===== config.mk =====
export PLATFORM = sky130hd
export DESIGN_NAME = edit_sequencer
export DESIGN_NICKNAME = d
export VERILOG_FILES = /design/src/rtl/edit_sequencer_pkg.sv /design/src/rtl/edit_sequencer_ps2_key_filter.sv /design/src/rtl/edit_sequencer.sv
export SDC_FILE = /design/constraint.sdc
export NUM_CORES = 1
export LEC_CHECK = 0
export CORE_UTILIZATION = 43
export CTS_CLUSTER_DIAMETER = 120
export DETAILED_ROUTE_END_ITERATION = 7
export DONT_BUFFER_PORTS = 1
export GPL_TIMING_DRIVEN = 0
export PLACE_DENSITY = 0.65
export SETUP_SLACK_MARGIN = 0.4
export SYNTH_ARGS = -nofsm -noshare
export SYNTH_HDL_FRONTEND = slang
export SYNTH_HIERARCHICAL = 1
export SYNTH_SLANG_ARGS = --single-unit

===== constraint.sdc =====
create_clock -name clk -period 1.35 [get_ports clk]
set_input_delay 0.2025 -clock clk [delete_from_list [all_inputs] [get_ports clk]]
set_output_delay 0.2025 -clock clk [all_outputs]
set_load 0.005 [all_outputs]

===== src/rtl/edit_sequencer_pkg.sv =====
// Shared scan-code constants and FSM state encoding for the edit sequencer.
package edit_sequencer_pkg;

  localparam logic [7:0] KEY_ENTER = 8'h5A;
  localparam logic [7:0] KEY_ESC   = 8'h76;
  localparam logic [7:0] KEY_UP    = 8'h75;
  localparam logic [7:0] KEY_DOWN  = 8'h72;
  localparam logic [7:0] KEY_LEFT  = 8'h6B;
  localparam logic [7:0] KEY_RIGHT = 8'h74;
  localparam logic [7:0] KEY_BREAK = 8'hF0;
  localparam logic [7:0] KEY_EXT   = 8'hE0;

  typedef enum logic {
    ST_IDLE = 1'b0,
    ST_EDIT = 1'b1
  } state_t;

endpackage


===== src/rtl/edit_sequencer_ps2_key_filter.sv =====
// PS/2 make/break filter: drops EXT prefixes and released keys, leaving
// a one-cycle key event qualified by the incoming got_data strobe.
module ps2_key_filter
  import edit_sequencer_pkg::*;
(
  input  logic       clk,
  input  logic       rst,
  input  logic [7:0] i_cambio,
  input  logic       i_got_data,
  output logic       o_key_valid,
  output logic [7:0] o_key_code
);

  logic r_break;

  // EXT leaves the flag alone; any other byte either arms it (BREAK) or
  // consumes it (the released key code).
  always_ff @(posedge clk or negedge rst) begin
    if (!rst)
      r_break <= 1'b0;
    else if (i_got_data && (i_cambio != KEY_EXT))
      r_break <= (i_cambio == KEY_BREAK);
  end

  assign o_key_valid = i_got_data && !r_break &&
                       (i_cambio != KEY_EXT) && (i_cambio != KEY_BREAK);
  assign o_key_code  = i_cambio;

endmodule


===== src/rtl/edit_sequencer.sv =====
// Edit-mode sequencer: turns PS/2 key events into field select and
// inc/dec/commit/cancel strobes. EDIT_TIMEOUT_EN adds idle auto-cancel.
module edit_sequencer
  import edit_sequencer_pkg::*;
#(
  parameter int              NUM_FIELDS  = 3,
  parameter int              SEL_W       = 2,
  parameter logic [31:0]     TIMEOUT_CYC = 32'd500_000_000,
  parameter int              TO_W        = 32
) (
  input  logic                  clk,
  input  logic                  rst,
  input  logic [7:0]            Cambio,
  input  logic                  got_data,
  output logic                  edit_mode,
  output logic [SEL_W-1:0]      sel,
  output logic [NUM_FIELDS-1:0] inc,
  output logic [NUM_FIELDS-1:0] dec,
  output logic                  commit,
  output logic                  cancel
);

  logic                  w_key_valid;
  logic [7:0]            w_key_code;
  state_t                r_state;
  logic [SEL_W-1:0]      r_sel;
  logic [NUM_FIELDS-1:0] r_inc;
  logic [NUM_FIELDS-1:0] r_dec;
  logic                  r_commit;
  logic                  r_cancel;

  ps2_key_filter u_filter (
    .clk         (clk),
    .rst         (rst),
    .i_cambio    (Cambio),
    .i_got_data  (got_data),
    .o_key_valid (w_key_valid),
    .o_key_code  (w_key_code)
  );

`ifdef EDIT_TIMEOUT_EN
  logic [TO_W-1:0] r_to;
`else
  logic w_unused_to;
  assign w_unused_to = (|TIMEOUT_CYC) ^ (TO_W == 0);
`endif

  always_ff @(posedge clk or negedge rst) begin
    if (!rst) begin
      r_state  <= ST_IDLE;
      r_sel    <= '0;
      r_inc    <= '0;
      r_dec    <= '0;
      r_commit <= 1'b0;
      r_cancel <= 1'b0;
`ifdef EDIT_TIMEOUT_EN
      r_to     <= '0;
`endif
    end else begin
      r_inc    <= '0;
      r_dec    <= '0;
      r_commit <= 1'b0;
      r_cancel <= 1'b0;
      case (r_state)
        ST_IDLE: begin
          if (w_key_valid && (w_key_code == KEY_ENTER)) begin
            r_state <= ST_EDIT;
            r_sel   <= '0;
`ifdef EDIT_TIMEOUT_EN
            r_to    <= '0;
`endif
          end
        end
        ST_EDIT: begin
          // A key event wins over a coincident timeout expiry.
          if (w_key_valid) begin
`ifdef EDIT_TIMEOUT_EN
            r_to <= '0;
`endif
            case (w_key_code)
              KEY_UP: begin
                for (int i = 0; i < NUM_FIELDS; i++)
                  r_inc[i] <= (r_sel == SEL_W'(i));
              end
              KEY_DOWN: begin
                for (int i = 0; i < NUM_FIELDS; i++)
                  r_dec[i] <= (r_sel == SEL_W'(i));
              end
              // Explicit wrap compare: NUM_FIELDS need not be a power of 2.
              KEY_LEFT:
                r_sel <= (r_sel == SEL_W'(NUM_FIELDS-1)) ? '0 : r_sel + 1'b1;
              KEY_RIGHT:
                r_sel <= (r_sel == '0) ? SEL_W'(NUM_FIELDS-1) : r_sel - 1'b1;
              KEY_ENTER: begin
                r_commit <= 1'b1;
                r_state  <= ST_IDLE;
                r_sel    <= '0;
              end
              KEY_ESC: begin
                r_cancel <= 1'b1;
                r_state  <= ST_IDLE;
                r_sel    <= '0;
              end
              default: ;
            endcase
          end
`ifdef EDIT_TIMEOUT_EN
          else if (r_to == TO_W'(TIMEOUT_CYC - 32'd1)) begin
            r_cancel <= 1'b1;
            r_state  <= ST_IDLE;
            r_sel    <= '0;
            r_to     <= '0;
          end else begin
            r_to <= r_to + 1'b1;
          end
`endif
        end
        default: r_state <= ST_IDLE;
      endcase
    end
  end

  assign edit_mode = (r_state == ST_EDIT);
  assign sel       = r_sel;
  assign inc       = r_inc;
  assign dec       = r_dec;
  assign commit    = r_commit;
  assign cancel    = r_cancel;

endmodule


# [Yosys cells after proc, flatten, opt, wreduce, memory -nomap -nowiden]
# Index checks and enable logic that the tools add are counted.
# W data, S select, Z words.
[op_classes] n_addsub=2 multipliers=0 div=0 n_lt_le_gt_ge=0 eq_ne=14 n_shift=0 mux=22 bitwise=1 n_reduce_logical=9
[op_table] operator="$eq A8 B7 Y1 const B" count=6
[op_table] operator="$mux W3" count=6
[op_table] operator="$ne A8 B8 Y1 const B" count=2
[op_table] operator="$mux W1" count=9
[op_table] operator="$eq A8 B8 Y1 const B" count=1
[op_table] operator="$mux W2" count=4
[op_table] operator="$pmux W2 S3" count=1
[op_table] operator="$logic_and A1 B1 Y1" count=5
[op_table] operator="$ne A2 B2 Y1 const B" count=2
[op_table] operator="$ne A4 B2 Y1 const B" count=1
[op_table] operator="$pmux W2 S2" count=1
[op_table] operator="$reduce_and A3 Y1" count=1
[op_table] operator="$add A2 B1 Y2 const B" count=1
[op_table] operator="$eq A2 B1 Y1 const B" count=1
[op_table] operator="$eq A2 B2 Y1 const B" count=1
[op_table] operator="$logic_not A2 Y1" count=1
[op_table] operator="$pmux W1 S2" count=1
[op_table] operator="$reduce_or A2 Y1" count=1
[op_table] operator="$sub A2 B1 Y2 const B" count=1
[op_table] operator="$logic_not A1 Y1" count=1
[op_table] operator="$not A1 Y1" count=1
[word_totals] regBits=12 latch_bits=0 ram_bits=0 rom_bits=0 memories=0

# [Depth between registers and ports, before layout]
[logic_depth] depth_word=7 mapped_depth=6

# [Modules after synthesis]
# Netlist, hierarchy kept.
[modules_own_cells] module="edit_sequencer" instances=1 cells_per_inst=58 area_each_um2=610.6 seq_area_each_um2=275.3
[modules_own_cells] module="ps2_key_filter" instances=1 cells_per_inst=15 area_each_um2=131.4 seq_area_each_um2=25.0

# [Worst setup path after synthesis]
# OpenSTA, ideal clock, no wires.
[synth_path] kind="input to register" startpoint="input Cambio[7]" endpoint="register r_sel[0] (netlist: sel[0])" setup_ns=0.137 arrival_time_ns=1.271 path_slack_ns=-0.057 cell_stages=5 path_cell_list="buf_4 > nand2b_1 > or3_4 > a311oi_2 > o32ai_1"
[synth_via] elab_chain_cells=6 elab_cells_between_ends=17 cone_classes="9 x eq/ne; 3 x mux; 5 x reduce/logical"
[synth_rtl] item="start, declared" line_no="edit_sequencer.sv:13" text="input logic [7:0] Cambio,"
[synth_rtl] item="parallel branches: the longest is 6 deep, another holds $eq A8 B7 Y1"
[synth_rtl] item="end signal, assigned" line_no="edit_sequencer.sv:91" text="r_sel <= (r_sel == SEL_W'(NUM_FIELDS-1)) ? '0 : r_sel + 1'b1;"
[synth_rtl] item="end signal, assigned" line_no="edit_sequencer.sv:93" text="r_sel <= (r_sel == '0) ? SEL_W'(NUM_FIELDS-1) : r_sel - 1'b1;"
[synth_rtl] item="end, declared" line_no="edit_sequencer.sv:26" text="logic [SEL_W-1:0] r_sel;"
# Parallel ways; which one is timed is not known. The select of a mux whose other input is x is not followed.
# A chain may end at the register's enable or synchronous reset.

# [Worst setup path in the final report]
[layout_path] startpoint="input Cambio[3]" endpoint="register r_sel[0] (netlist: sel[0])"
# The elaborated chain is that of the path after synthesis.

==> impl_results.md <==
* Status: finished clean
* Final clock skew at 0.007680 ns
* RSZ-0062 raised after global routing: true
* DRC viols at 0
* Die area at 0.001896 mm^2
* RR Startpoint: u_filter/r_break$_DFFE_PN0P_
* WP data arrival at 1.35 ns
* Hpwl dp at 1.008 mm
* Port Buffer Count at 0
* Vias per inst at 5.546
* Worst Hold Class: in2reg
* Area Growth Syn to Fin at 26.31%
* CP Depth at 5
* Crit-path cells: buf_6 > nand3b_4 > or3_4 > a311oi_2 > o32ai_1
* # rows at 14
* Reg-to-reg slack, setup at 0.17 ns
* PD cells at ~1100 mW/mm^2
* Post-Route WL at 1.273 mm
* Post-route antenna net violation count at 0
* Register area share after synthesis at slightly above 40%
* Crit. End Element: flip-flop
* CP startpoint: Cambio[3]
* RR Endpoint: sel[0]$_DFFE_PN0P_
* Final max-slew violation count at 0
* GRT Util Overall at roughly 15%
* CP startpoint kind: primary input
* Syn avg cell area at 10.16 um^2
* CTS buffer count at 3
* Die X at 43.54 um
* Slew headroom at between 60 and 70%
* Combinational Power Share at 32.0%
* Largest net degree at the start of global routing at 13
* Switching fraction of total power at 30.77%
* Crit-path slowest cell: or3_4
* CTS max path bufs at 2
* Synth Instances at 73
* Vias in the first global route at 522
* Reg2Reg Depth at 4
* Max stage delay on crit path at 0.42 ns
* CTS Sinks at 12
* Syn nets at 87
* Core ar. at 0.001559 mm^2
* Buffers plus inverters on the worst setup path at 1
* Sw power at about 0.32 mW
* First-pass GRT wire length at 2.076 mm
* CP endpoint: sel[0]$_DFFE_PN0P_
* Delay-heaviest family, CP: simple AND/OR/NAND/NOR gates
* Cell Count, Final, Fillers Out at 97
* Root Buffer: clkbuf_4
* H-tree lvl count at 1
* WL per Instance at 13.12 um
* Reg clk slew, reported paths at 0.08 ns
* Boundary pin count at 22
* Share of layout cells above drive strength 1 at between 40 and 50%
* Int Power at about 0.73 mW
* DR iter-0 viols at 16
* Nets at 96
* Leak at around 0.42 nW
* Gr ovfl total at 0
* CP max FO at 5
* Netlist cell types at 30
* Peak supply drop at about 0.73 mV
* Commonest non-fill, non-tap cell in the layout: dfrtp_1
* Area of the mapped netlist at 742.0 um^2
* Final GP Congestion at 0.8573
* Yosys Warn Count at 6
* Drt pass-1 iters at 4
* Die Y at 43.54 um
* CTS tree: done
* Vias at between 500 and 600
* Final Setup Violations at 0
* ANT cells at 0
* Antenna violations before repair at 0
* Part of the power in registers at 41.5%
* Yosys reg bits at 12
* Setup tns final at 0 ns
* Clock Latency Late Sink at 0.27 ns
* Placed Cells at 89
* Effective utilization at floorplan at 47.59%
* Commonest cells after routing, fill and taps aside: dfrtp_1, buf_4, and2_1
* Clock share of power at 26.5%
* Endpoints failing hold at 0
* Period utilization at 89.43%
* Slew @ Worst Pin at 0.5199 ns
* Max Fclk at between 800 and 900 MHz
* Setup CP Type: in2reg
* Critical Path RT at ~1.5 ns
* Max_cap viols at 0
* Crit path time final at 1.207 ns
-- worst min-delay path by stage --
stage / depth (start not counted) / endpoint / startpoint / slack [ns]
floorplan: 0 / cancel$_DFF_PN0_ / rst / -0.09
global placement: 0 / cancel$_DFF_PN0_ / rst / -0.09
detailed placement: 0 / cancel$_DFF_PN0_ / rst / -0.09
CTS: 2 / u_filter/r_break$_DFFE_PN0P_ / got_data / 0.11
global route: 2 / u_filter/r_break$_DFFE_PN0P_ / got_data / 0.12
finish: 2 / u_filter/r_break$_DFFE_PN0P_ / got_data / 0.12
-- synthesized netlist by cell type --
library cell / number / share of area (%)
and2_4: 1 / 1.2
ha_1: 3 / 5.1
or3b_1: 1 / 1.2
nor3b_1: 1 / 1.0
inv_1: 6 / 3.0
buf_4: 8 / 8.1
nand2_1: 4 / 2.0
nor2_1: 3 / 1.5
and2b_2: 1 / 1.2
and4bb_2: 1 / 1.7
o211ai_1: 1 / 1.0
nand4_1: 1 / 0.84
nor2b_1: 1 / 0.84
and2_1: 7 / 5.9
o21ai_0: 1 / 0.67
a21oi_1: 1 / 0.67
or3_4: 1 / 1.5
nor4_1: 3 / 2.5
and3b_2: 1 / 1.3
o41ai_2: 1 / 2.2
nand3b_4: 1 / 2.7
o32ai_1: 2 / 2.4
a21o_1: 1 / 1.0
or3_1: 2 / 1.7
a31oi_1: 1 / 0.84
dfrtp_1: 12 / 40
nand2b_1: 2 / 1.7
a311oi_2: 1 / 2.0
a32oi_1: 2 / 2.4
nand3_1: 2 / 1.3
-- sequential cells by signal, summed over array words and instances, names as in the netlist --
register          flops
u_filter/r_break      1
inc                   3
cancel                1
sel                   2
edit_mode             1
dec                   3
commit                1
-- worst register-to-register path, cell delays in order, from the launching register on --
cell and delay [ns]:
dfrtp_1 0.41, nor2_4 0.15, inv_1 0.07, a311oi_2 0.27, o32ai_1 0.16
-- metal layers --
layer  up-vias  global-route usage, %  share of wire, %
met5         -                      0                 0
met4         0                  3.750                 0
met3         0                  6.667               6.8
met2        20                  22.69                47
met1       250                  19.26                46
li1        268                      -                 -
-- stage by stage --
step / util, % / hold WS (ns) / setup WS, ns / power [mW] / cell area, um^2
detailed placement: 51.44 / -0.09287 / -0.1241 / 0.6752 / 802.0
global placement: 51.44 / -0.09288 / -0.1293 / 0.6740 / 802.0
floorplan: - / -0.09309 / -0.005349 / 0.6242 / 782.0
finish: 60.11 / 0.1163 / 0.1427 / 1.051 / 937.1
CTS: 59.31 / 0.1124 / 0.1739 / 1.063 / 924.6
global route: 60.11 / 0.1158 / 0.1140 / 1.117 / 937.1
-- kinds of logic (layout without fill, tap and decap cells) --
group | count (synthesis) | after routing | share of synthesized area [%]
adders and majority gates | 3 | 3 | 5.060
DFF | 12 | 12 | 40.47
AOI/OAI and AO/OA | 11 | 11 | 13.15
buffers and inverters | 14 | 22 | 11.13
and+or+nand+nor | 33 | 33 | 30.19
-- cell type report --
| cell class | instances | area [um^2] |
|---|---|---|
| Sequential cell | 12 | 301.5 |
| Timing Repair Buffer | 4 | 32.53 |
| Buffer | 8 | 71.32 |
| Multi-Input combinational cell | 47 | 452.9 |
| Fill cell | 129 | 621.8 |
| Clock buffer | 4 | 36.28 |
| Inverter | 6 | 22.52 |
| Tap cell | 16 | 20.02 |
-- timing repair --
| action | 4_1_cts | 5_1_grt |
|---|---|---|
| buffers inserted | 3 | 0 |
| resized for setup | 12 | 2 |
| pin swaps | 4 | 1 |
| hold buffers | 1 | 0 |
| endpoints found under the setup margin | 12 | 13 |
| endpoints found under the hold margin | 12 | 0 |
-- power by group through the flow --
| stage | clock network [mW] | logic, mW | registers [mW] |
|---|---|---|---|
| after floorplan | 0 | 0.197 | 0.427 |
| after global placement | 0 | 0.240 | 0.434 |
| after detailed placement | 0 | 0.240 | 0.435 |
| after CTS | 0.289 | 0.340 | 0.434 |
| after global routing | 0.297 | 0.382 | 0.439 |
| final | 0.278 | 0.337 | 0.436 |
No activity file was read; power rests on OpenSTA's default activity.
